File: src/rtl/ker_perf_pkg.sv
// Shared constants for the kernel performance monitor: register map,
// CTRL/STATUS bit positions and the run-tracking state encoding.
package ker_perf_pkg;

    localparam logic [7:0] REG_CTRL        = 8'h00;
    localparam logic [7:0] REG_STATUS      = 8'h04;
    localparam logic [7:0] REG_LAST_CYCLES = 8'h08;
    localparam logic [7:0] REG_LAST_KC     = 8'h0C;
    localparam logic [7:0] REG_MIN_CYCLES  = 8'h10;
    localparam logic [7:0] REG_MAX_CYCLES  = 8'h14;
    localparam logic [7:0] REG_RUN_COUNT   = 8'h18;
    localparam logic [7:0] REG_TOTAL_L     = 8'h1C;
    localparam logic [7:0] REG_TOTAL_U     = 8'h20;

    localparam int CTRL_CLEAR  = 0;
    localparam int CTRL_ENABLE = 1;

    localparam int STAT_RUNNING = 0;
    localparam int STAT_SAT     = 1;
    localparam int STAT_ORPHAN  = 2;
    localparam int STAT_RESTART = 3;

    typedef enum logic {
        ST_IDLE    = 1'b0,
        ST_RUNNING = 1'b1
    } perf_state_e;

endpackage

File: src/rtl/ker_perf_monitor_if.sv
// AXI-Lite register bus between a host and the kernel performance monitor.
interface ker_perf_monitor_if #(parameter int ADDR_W = 6);

    logic [ADDR_W-1:0] awaddr;
    logic              awvalid;
    logic              awready;
    logic [31:0]       wdata;
    logic [3:0]        wstrb;
    logic              wvalid;
    logic              wready;
    logic [1:0]        bresp;
    logic              bvalid;
    logic              bready;
    logic [ADDR_W-1:0] araddr;
    logic              arvalid;
    logic              arready;
    logic [31:0]       rdata;
    logic [1:0]        rresp;
    logic              rvalid;
    logic              rready;

    modport slave (
        input  awaddr, awvalid, wdata, wstrb, wvalid, bready, araddr, arvalid, rready,
        output awready, wready, bresp, bvalid, arready, rdata, rresp, rvalid
    );

    modport master (
        output awaddr, awvalid, wdata, wstrb, wvalid, bready, araddr, arvalid, rready,
        input  awready, wready, bresp, bvalid, arready, rdata, rresp, rvalid
    );

endinterface

File: src/rtl/ker_perf_axil_if.sv
// AXI-Lite slave for the performance monitor: handshakes, CTRL storage,
// clear / W1C strobes and the read-data mux with TOTAL_U snapshot.
module ker_perf_axil_if
    import ker_perf_pkg::*;
#(
    parameter int ADDR_W = 6
) (
    input  logic                clk_out_PROG,
    input  logic                axi_reset_n,
    ker_perf_monitor_if.slave   s_axi,
    input  logic [3:0]          status_vec,
    input  logic [31:0]         last_cycles,
    input  logic [31:0]         last_ker_count,
    input  logic [31:0]         min_cycles,
    input  logic [31:0]         max_cycles,
    input  logic [31:0]         run_count,
    input  logic [63:0]         total,
    output logic                ctrl_enable,
    output logic                ctrl_clear,
    output logic [3:0]          status_w1c
);

    logic        awready_r;
    logic        bvalid_r;
    logic        arready_r;
    logic        rvalid_r;
    logic [31:0] rdata_r;
    logic        enable_r;
    logic [31:0] snap_u_r;
    logic        wr_fire_s;
    logic        rd_fire_s;
    logic [7:0]  waddr_s;
    logic [7:0]  raddr_s;
    logic [31:0] rd_mux_s;
    logic        unused_s;

    assign wr_fire_s = awready_r && s_axi.awvalid && s_axi.wvalid;
    assign rd_fire_s = arready_r && s_axi.arvalid;
    assign waddr_s   = 8'(s_axi.awaddr) & 8'hFC;
    assign raddr_s   = 8'(s_axi.araddr) & 8'hFC;
    assign unused_s  = ^{s_axi.wstrb, s_axi.wdata[31:4]};

    // Write channel handshake and CTRL.enable storage
    always_ff @(posedge clk_out_PROG or negedge axi_reset_n) begin
        if (!axi_reset_n) begin
            awready_r <= 1'b0;
            bvalid_r  <= 1'b0;
            enable_r  <= 1'b1;
        end else begin
            awready_r <= s_axi.awvalid && s_axi.wvalid && !bvalid_r && !awready_r;
            if (wr_fire_s) begin
                bvalid_r <= 1'b1;
            end else if (s_axi.bready) begin
                bvalid_r <= 1'b0;
            end
            if (wr_fire_s && (waddr_s == REG_CTRL)) begin
                enable_r <= s_axi.wdata[CTRL_ENABLE];
            end
        end
    end

    // Read channel handshake, data capture and TOTAL_U snapshot
    always_ff @(posedge clk_out_PROG or negedge axi_reset_n) begin
        if (!axi_reset_n) begin
            arready_r <= 1'b0;
            rvalid_r  <= 1'b0;
            rdata_r   <= 32'h0000_0000;
            snap_u_r  <= 32'h0000_0000;
        end else begin
            arready_r <= s_axi.arvalid && !rvalid_r && !arready_r;
            if (rd_fire_s) begin
                rvalid_r <= 1'b1;
                rdata_r  <= rd_mux_s;
            end else if (s_axi.rready) begin
                rvalid_r <= 1'b0;
            end
            if (rd_fire_s && (raddr_s == REG_TOTAL_L)) begin
                snap_u_r <= total[63:32];
            end
        end
    end

    // Register read decode; unmapped offsets read as zero
    always_comb begin
        rd_mux_s = 32'h0000_0000;
        case (raddr_s)
            REG_CTRL:        rd_mux_s = {30'd0, enable_r, 1'b0};
            REG_STATUS:      rd_mux_s = {28'd0, status_vec};
            REG_LAST_CYCLES: rd_mux_s = last_cycles;
            REG_LAST_KC:     rd_mux_s = last_ker_count;
            REG_MIN_CYCLES:  rd_mux_s = min_cycles;
            REG_MAX_CYCLES:  rd_mux_s = max_cycles;
            REG_RUN_COUNT:   rd_mux_s = run_count;
            REG_TOTAL_L:     rd_mux_s = total[31:0];
            REG_TOTAL_U:     rd_mux_s = snap_u_r;
            default:         rd_mux_s = 32'h0000_0000;
        endcase
    end

    assign ctrl_clear  = wr_fire_s && (waddr_s == REG_CTRL) && s_axi.wdata[CTRL_CLEAR];
    assign status_w1c  = (wr_fire_s && (waddr_s == REG_STATUS)) ? {s_axi.wdata[3:1], 1'b0} : 4'b0000;
    assign ctrl_enable = enable_r;

    assign s_axi.awready = awready_r;
    assign s_axi.wready  = awready_r;
    assign s_axi.bvalid  = bvalid_r;
    assign s_axi.bresp   = 2'b00;
    assign s_axi.arready = arready_r;
    assign s_axi.rvalid  = rvalid_r;
    assign s_axi.rdata   = rdata_r;
    assign s_axi.rresp   = 2'b00;

endmodule

File: src/rtl/ker_perf_monitor.sv
// Kernel performance monitor: times START->DONE runs signalled over
// ker_count/ap_vld and keeps min/max/total/run statistics.
module ker_perf_monitor
    import ker_perf_pkg::*;
#(
    parameter int CNT_W  = 32,
    parameter int ADDR_W = 6
) (
    input  logic                clk_out_PROG,
    input  logic                axi_reset_n,
    input  logic [31:0]         ker_count,
    input  logic                ker_count_ap_vld,
    ker_perf_monitor_if.slave   s_axi,
    output logic [31:0]         ker_active_count_L,
    output logic [31:0]         ker_active_count_U,
    output logic                run_done
);

    localparam logic [CNT_W-1:0] CNT_MAX  = {CNT_W{1'b1}};
    localparam logic [CNT_W-1:0] CNT_ZERO = {CNT_W{1'b0}};
    localparam logic [CNT_W-1:0] CNT_ONE  = {{(CNT_W-1){1'b0}}, 1'b1};

    perf_state_e      state_r, state_nx_s;
    logic [CNT_W-1:0] cyc_r, last_cycles_r, min_r, max_r, run_cnt_r, run_len_s;
    logic [31:0]      last_kc_r;
    logic [63:0]      total_r;
    logic             sat_r, orphan_r, restart_r, run_done_r;
    logic             enable_s, clear_s, start_s, done_s, valid_done_s, running_s;
    logic [3:0]       w1c_s;

    assign running_s    = (state_r == ST_RUNNING);
    assign start_s      = enable_s && ker_count_ap_vld && (ker_count == 32'd0);
    assign done_s       = enable_s && ker_count_ap_vld && (ker_count != 32'd0);
    assign valid_done_s = done_s && running_s;
    // The DONE cycle itself counts, so the run length is one past the counter.
    assign run_len_s    = (cyc_r == CNT_MAX) ? CNT_MAX : cyc_r + CNT_ONE;

    // State register
    always_ff @(posedge clk_out_PROG or negedge axi_reset_n) begin
        if (!axi_reset_n) begin
            state_r <= ST_IDLE;
        end else begin
            state_r <= state_nx_s;
        end
    end

    // Next-state decode; disabling forces IDLE
    always_comb begin
        state_nx_s = state_r;
        if (!enable_s) begin
            state_nx_s = ST_IDLE;
        end else begin
            case (state_r)
                ST_IDLE:    if (start_s) state_nx_s = ST_RUNNING; else state_nx_s = ST_IDLE;
                ST_RUNNING: if (done_s)  state_nx_s = ST_IDLE;    else state_nx_s = ST_RUNNING;
                default:    state_nx_s = ST_IDLE;
            endcase
        end
    end

    // Cycle counter and sticky status flags
    always_ff @(posedge clk_out_PROG or negedge axi_reset_n) begin
        if (!axi_reset_n) begin
            cyc_r     <= CNT_ZERO;
            sat_r     <= 1'b0;
            orphan_r  <= 1'b0;
            restart_r <= 1'b0;
        end else begin
            if (start_s) begin
                cyc_r <= CNT_ZERO;
            end else if (running_s && enable_s && (cyc_r != CNT_MAX)) begin
                cyc_r <= cyc_r + CNT_ONE;
            end
            sat_r     <= (sat_r && !w1c_s[STAT_SAT]) || (running_s && enable_s && (cyc_r == CNT_MAX));
            orphan_r  <= (orphan_r && !w1c_s[STAT_ORPHAN]) || (done_s && !running_s);
            restart_r <= (restart_r && !w1c_s[STAT_RESTART]) || (start_s && running_s);
        end
    end

    // Run statistics; a same-cycle clear takes priority over DONE
    always_ff @(posedge clk_out_PROG or negedge axi_reset_n) begin
        if (!axi_reset_n) begin
            last_cycles_r <= CNT_ZERO;
            last_kc_r     <= 32'd0;
            min_r         <= CNT_MAX;
            max_r         <= CNT_ZERO;
            run_cnt_r     <= CNT_ZERO;
            total_r       <= 64'd0;
            run_done_r    <= 1'b0;
        end else if (clear_s) begin
            last_cycles_r <= CNT_ZERO;
            last_kc_r     <= 32'd0;
            min_r         <= CNT_MAX;
            max_r         <= CNT_ZERO;
            run_cnt_r     <= CNT_ZERO;
            total_r       <= 64'd0;
            run_done_r    <= 1'b0;
        end else begin
            run_done_r <= valid_done_s;
            if (done_s) begin
                last_kc_r <= ker_count;
            end
            if (valid_done_s) begin
                last_cycles_r <= run_len_s;
                run_cnt_r     <= (run_cnt_r == CNT_MAX) ? CNT_MAX : run_cnt_r + CNT_ONE;
                min_r         <= (run_len_s < min_r) ? run_len_s : min_r;
                max_r         <= (run_len_s > max_r) ? run_len_s : max_r;
                total_r       <= total_r + 64'(run_len_s);
            end
        end
    end

    assign ker_active_count_L = last_kc_r;
    assign ker_active_count_U = 32'(last_cycles_r);
    assign run_done           = run_done_r;

    ker_perf_axil_if #(.ADDR_W(ADDR_W)) u_axil (
        .clk_out_PROG   (clk_out_PROG),
        .axi_reset_n    (axi_reset_n),
        .s_axi          (s_axi),
        .status_vec     ({restart_r, orphan_r, sat_r, running_s}),
        .last_cycles    (32'(last_cycles_r)),
        .last_ker_count (last_kc_r),
        .min_cycles     (32'(min_r)),
        .max_cycles     (32'(max_r)),
        .run_count      (32'(run_cnt_r)),
        .total          (total_r),
        .ctrl_enable    (enable_s),
        .ctrl_clear     (clear_s),
        .status_w1c     (w1c_s)
    );

endmodule

File: src/flat_wrapper.sv
// flat-port wrapper written by rule: the top's interface ports become plain ports
module ker_perf_monitor_flat import ker_perf_pkg::*;
#(
    parameter int CNT_W  = 32,
    parameter int ADDR_W = 6
)
  (clk_out_PROG, axi_reset_n, ker_count, ker_count_ap_vld, ker_active_count_L, ker_active_count_U, run_done, s_axi_awaddr, s_axi_awvalid, s_axi_wdata, s_axi_wstrb, s_axi_wvalid, s_axi_bready, s_axi_araddr, s_axi_arvalid, s_axi_rready, s_axi_awready, s_axi_wready, s_axi_bresp, s_axi_bvalid, s_axi_arready, s_axi_rdata, s_axi_rresp, s_axi_rvalid);
  ker_perf_monitor_if #(.ADDR_W(ADDR_W)) s_axi_i ();
  input  logic clk_out_PROG;
  input  logic axi_reset_n;
  input  logic [31:0] ker_count;
  input  logic ker_count_ap_vld;
  output logic [31:0] ker_active_count_L;
  output logic [31:0] ker_active_count_U;
  output logic run_done;
  input wire logic [$bits(s_axi_i.awaddr)-1:0] s_axi_awaddr;
  input wire logic [$bits(s_axi_i.awvalid)-1:0] s_axi_awvalid;
  input wire logic [$bits(s_axi_i.wdata)-1:0] s_axi_wdata;
  input wire logic [$bits(s_axi_i.wstrb)-1:0] s_axi_wstrb;
  input wire logic [$bits(s_axi_i.wvalid)-1:0] s_axi_wvalid;
  input wire logic [$bits(s_axi_i.bready)-1:0] s_axi_bready;
  input wire logic [$bits(s_axi_i.araddr)-1:0] s_axi_araddr;
  input wire logic [$bits(s_axi_i.arvalid)-1:0] s_axi_arvalid;
  input wire logic [$bits(s_axi_i.rready)-1:0] s_axi_rready;
  output wire logic [$bits(s_axi_i.awready)-1:0] s_axi_awready;
  output wire logic [$bits(s_axi_i.wready)-1:0] s_axi_wready;
  output wire logic [$bits(s_axi_i.bresp)-1:0] s_axi_bresp;
  output wire logic [$bits(s_axi_i.bvalid)-1:0] s_axi_bvalid;
  output wire logic [$bits(s_axi_i.arready)-1:0] s_axi_arready;
  output wire logic [$bits(s_axi_i.rdata)-1:0] s_axi_rdata;
  output wire logic [$bits(s_axi_i.rresp)-1:0] s_axi_rresp;
  output wire logic [$bits(s_axi_i.rvalid)-1:0] s_axi_rvalid;
  assign s_axi_i.awaddr = s_axi_awaddr;
  assign s_axi_i.awvalid = s_axi_awvalid;
  assign s_axi_i.wdata = s_axi_wdata;
  assign s_axi_i.wstrb = s_axi_wstrb;
  assign s_axi_i.wvalid = s_axi_wvalid;
  assign s_axi_i.bready = s_axi_bready;
  assign s_axi_i.araddr = s_axi_araddr;
  assign s_axi_i.arvalid = s_axi_arvalid;
  assign s_axi_i.rready = s_axi_rready;
  assign s_axi_awready = s_axi_i.awready;
  assign s_axi_wready = s_axi_i.wready;
  assign s_axi_bresp = s_axi_i.bresp;
  assign s_axi_bvalid = s_axi_i.bvalid;
  assign s_axi_arready = s_axi_i.arready;
  assign s_axi_rdata = s_axi_i.rdata;
  assign s_axi_rresp = s_axi_i.rresp;
  assign s_axi_rvalid = s_axi_i.rvalid;
  ker_perf_monitor #(.CNT_W(CNT_W), .ADDR_W(ADDR_W)) u_core (.clk_out_PROG(clk_out_PROG), .axi_reset_n(axi_reset_n), .ker_count(ker_count), .ker_count_ap_vld(ker_count_ap_vld), .s_axi(s_axi_i), .ker_active_count_L(ker_active_count_L), .ker_active_count_U(ker_active_count_U), .run_done(run_done));
endmodule
File: config.mk
export PLATFORM = sky130hd
export DESIGN_NAME = ker_perf_monitor_flat
export DESIGN_NICKNAME = d
export VERILOG_FILES = /design/src/rtl/ker_perf_pkg.sv /design/src/rtl/ker_perf_monitor_if.sv /design/src/rtl/ker_perf_axil_if.sv /design/src/rtl/ker_perf_monitor.sv /design/src/flat_wrapper.sv
export SDC_FILE = /design/constraint.sdc
export NUM_CORES = 1
export LEC_CHECK = 0
export ABC_CLOCK_PERIOD_IN_PS = 4140
export BUFFER_PORTS_ARGS = -buffer_cell sky130_fd_sc_hd__buf_4
export CAP_MARGIN = 10
export CORE_MARGIN = 5
export CORE_UTILIZATION = 52
export CTS_BUF_LIST = sky130_fd_sc_hd__clkbuf_4 sky130_fd_sc_hd__clkbuf_8
export DETAILED_ROUTE_END_ITERATION = 6
export PLACE_DENSITY = 0.81
export SYNTH_ARGS = -nofsm -noshare
export SYNTH_HDL_FRONTEND = slang
export SYNTH_SLANG_ARGS = --single-unit
export TNS_END_PERCENT = 30
File: constraint.sdc
create_clock -name clk_out_PROG -period 4.14 [get_ports clk_out_PROG]
set_input_delay 0.621 -clock clk_out_PROG [delete_from_list [all_inputs] [get_ports clk_out_PROG]]
set_output_delay 0.621 -clock clk_out_PROG [all_outputs]
set_load 0.02 [all_outputs]
==> flow_metrics.tcl <==
set metrics [dict create \
    clk_pin_slew_ps 70 \
    rows 70 \
    slew_headroom 0.1656 \
    hold_violations 1 \
    synth_edf_count 0 \
    setup_violations 85 \
    most-common-layout-cells "buf_4 (452), dfrtp_1 (297), nor2_1 (185)" \
    postLayoutSetupSlackWorst_ps -297.9 \
    final_common_cell "buf_4" \
    start_util 0.5285 \
    p_per_area_mw_per_mm2 286.4 \
    drive_gt1_frac 0.3615 \
    fillCellCount 2407 \
    async_reset_ff_frac 1.000 \
    gp_congestion 1.017 \
    seq_area_frac_synth 0.4279 \
    cp.required_ps 4670 \
    ys_types 73 \
    htree_levels 2 \
    clock_skew_ps 28.20 \
    finalCriticalPeriod_ps 4438 \
    hold_path_class "input port to asynchronous set/reset pin" \
    finalNonFillerCells 3046 \
    ys.flop_type "dfrtp_1" \
    pre_cts_ws_ps -376.9 \
    cts_hold_buf 0 \
    end_kind "register" \
    drv_slew 0 \
    insertion_delay_ps 670 \
    ioPinCount 194 \
    antenna_found_initial 0 \
    ant_nets 0 \
    post-route-period-util 1.072 \
    ir_drop_mv 0.1967 \
    worstPathArrival_ps 4960 \
    avgSynthCellArea_um2 9.262 \
    die_w_um 203.1 \
    wl_per_cell_um 24.57 \
    failed_checks "design-rule violations, negative hold slack, negative setup slack" \
    hold_ws_ps -9.508 \
    clock-root-buffer "clkbuf_8" \
    die_y_um 203.1 \
    synth_seq_cells 330 \
    status "complete, but fails checks" \
    grt_max_degree 100 \
    dp_hpwl_mm 48.65 \
    routed_wl_mm 74.84 \
    syn_area_mm2 0.01939 \
    antenna_cells 0 \
    drc 17 \
    vias 20210 \
    io_buffers 153 \
    gr-usage-all-layers 0.3253 \
    drt_pass1_iterations 7 \
    post-route-util 0.7200 \
    cp-start-kind "register" \
    cts_tree "done" \
    crit_fanout 7 \
    area_growth_syn_to_layout_pct 36.24 \
    clock_sinks 330 \
    numCtsBuffers 56 \
    grt_pass1_wl_mm 106.9 \
    layout.nets 2728 \
    drt-initial-drc-count 2982 \
    tightest_slew_ps 1252 \
    overflow 0 \
    cap_violations 0 \
    leakagePower_nw 12.74 \
    vias_per_cell 6.633 \
    syn_inst 2094 \
    grt_setup_unrepaired "yes" \
    die-area_mm2 0.04126 \
    core-area_mm2 0.03670 \
    dpl.cell_count 2872 \
    clock_path_buffers 3 \
    max_freq_ghz 0.2253 \
    grt_pass1_vias 19270 \
    crit_type "register to register" \
    synth-warning-count 0 \
]
-- power by group --
part	switching (mW)	internal, mW	leakage (nW)	total (mW)
logic	0.462	0.308	7.80	0.770
registers	0.157	3.38	4.27	3.53
clock network	1.42	1.84	0.669	3.26
total	2.04	5.53	12.7	7.57
-- final timing paths --
path | startpoint | end | slack (ps) | cells past startpoint
min | axi_reset_n | u_core.ker_active_count_U[25] | -10 | 1
max reg2reg | u_core.cyc_r[1] | u_core.total_r[50] | -300 | 21
min reg2reg | u_core.u_axil.s_axi.bvalid | u_core.u_axil.s_axi.awready | 460 | 1
max | u_core.cyc_r[1] | u_core.total_r[50] | -300 | 21
max in group asynchronous | axi_reset_n | u_core.min_r[11] | 3110 | 2
min in group clk_out_PROG | s_axi_bready | u_core.u_axil.s_axi.bvalid | 150 | 2
-- registers in the layout, summed over array words and instances (netlist names) --
| name | flops |
|---|---|
| u_core.cyc_r | 32 |
| u_core.run_done | 1 |
| u_core.u_axil.s_axi.rvalid | 1 |
| u_core.ker_active_count_U | 32 |
| u_core.u_axil.s_axi.arready | 1 |
| u_core.run_cnt_r | 32 |
| u_core.u_axil.snap_u_r | 32 |
| u_core.ker_active_count_L | 32 |
| u_core.running_s | 1 |
| u_core.sat_r | 1 |
| u_core.u_axil.ctrl_enable | 1 |
| u_core.max_r | 32 |
| u_core.orphan_r | 1 |
| u_core.min_r | 32 |
| u_core.u_axil.s_axi.awready | 1 |
| u_core.restart_r | 1 |
| u_core.u_axil.s_axi.bvalid | 1 |
| u_core.total_r | 64 |
| u_core.u_axil.s_axi.rdata | 32 |
-- layer usage --
metal  track usage  vias to the layer above  routed length (µm)
li1              -                     8594                   -
met1        0.4123                     9751               26900
met2        0.5273                     1481               34420
met3       0.07171                      379                8505
met4        0.1653                        0                5009
met5             0                        -                   0
-- cells in the mapped netlist, types with 59 or more instances --
| cell | instances | area (µm²) |
|---|---|---|
| inv_1 | 99 | 371.6 |
| a31oi_1 | 74 | 462.9 |
| a22oi_1 | 59 | 442.9 |
| o21ai_0 | 70 | 350.3 |
| ha_1 | 106 | 1326 |
| nand2_1 | 164 | 615.6 |
| nor2_1 | 197 | 739.5 |
| dfrtp_1 | 297 | 7432 |
| nand3_1 | 61 | 305.3 |
| a21oi_1 | 150 | 750.7 |
| clkbuf_1 | 100 | 375.4 |
| nor3_1 | 72 | 360.4 |
-- critical path: stages (launching register included) --
cell       delay (ps)
dfrtp_1           360
buf_4             120
ha_1              160
nand3_2           120
nor4_2            190
buf_4             180
nand4_1           120
buf_6             200
nor2b_2           180
inv_1             140
fa_2              270
a211oi_2          100
o21ai_2           200
nand4_1           180
buf_6             180
a2111oi_4         430
o21ai_2           200
buf_6             180
buf_6             130
a2111oi_4         370
xnor2_1           170
nor2_1             80
-- metrics by stage --
step / TNS, ps / total power, mW / area, µm²
global route: -30460 / 7.790 / 26420
finish: -10560 / 7.566 / 26420
detailed placement: -24680 / 4.347 / 22960
global placement: -14190 / 4.327 / 22960
floorplan: 0 / 3.893 / 19440
CTS: -11280 / 7.566 / 25110
-- repair_timing --
item | in CTS | in global routing
setup endpoints to repair | 101 | 112
gates cloned | 8 | 5
gates resized for setup | 136 | 193
setup buffers | 29 | 33
pin swaps | 62 | 89
-- cell type report --
type / instances / area (µm²) / area share
clock buffers: 98 / 1180 / 0.04465
clock inverters: 5 / 62.56 / 0.002368
inverters: 99 / 374.1 / 0.01416
multi-input cells: 1534 / 11610 / 0.4395
flip-flops and latches: 330 / 8299 / 0.3141
well taps: 468 / 585.6 / 0.02216
repair buffers: 512 / 4308 / 0.1630
-- cells by family after synthesis --
group	after synthesis	share of synthesized area
adders and majority gates	107	0.06941
other	1	0.0001934
and+or+nand+nor	654	0.1603
xor gates and xnor gates	87	0.03929
AOI/OAI and AO/OA	608	0.2150
DFF	330	0.4279
muxes	73	0.03993
buffers and inverters	234	0.04793
Power figures use the tool's default switching activity.
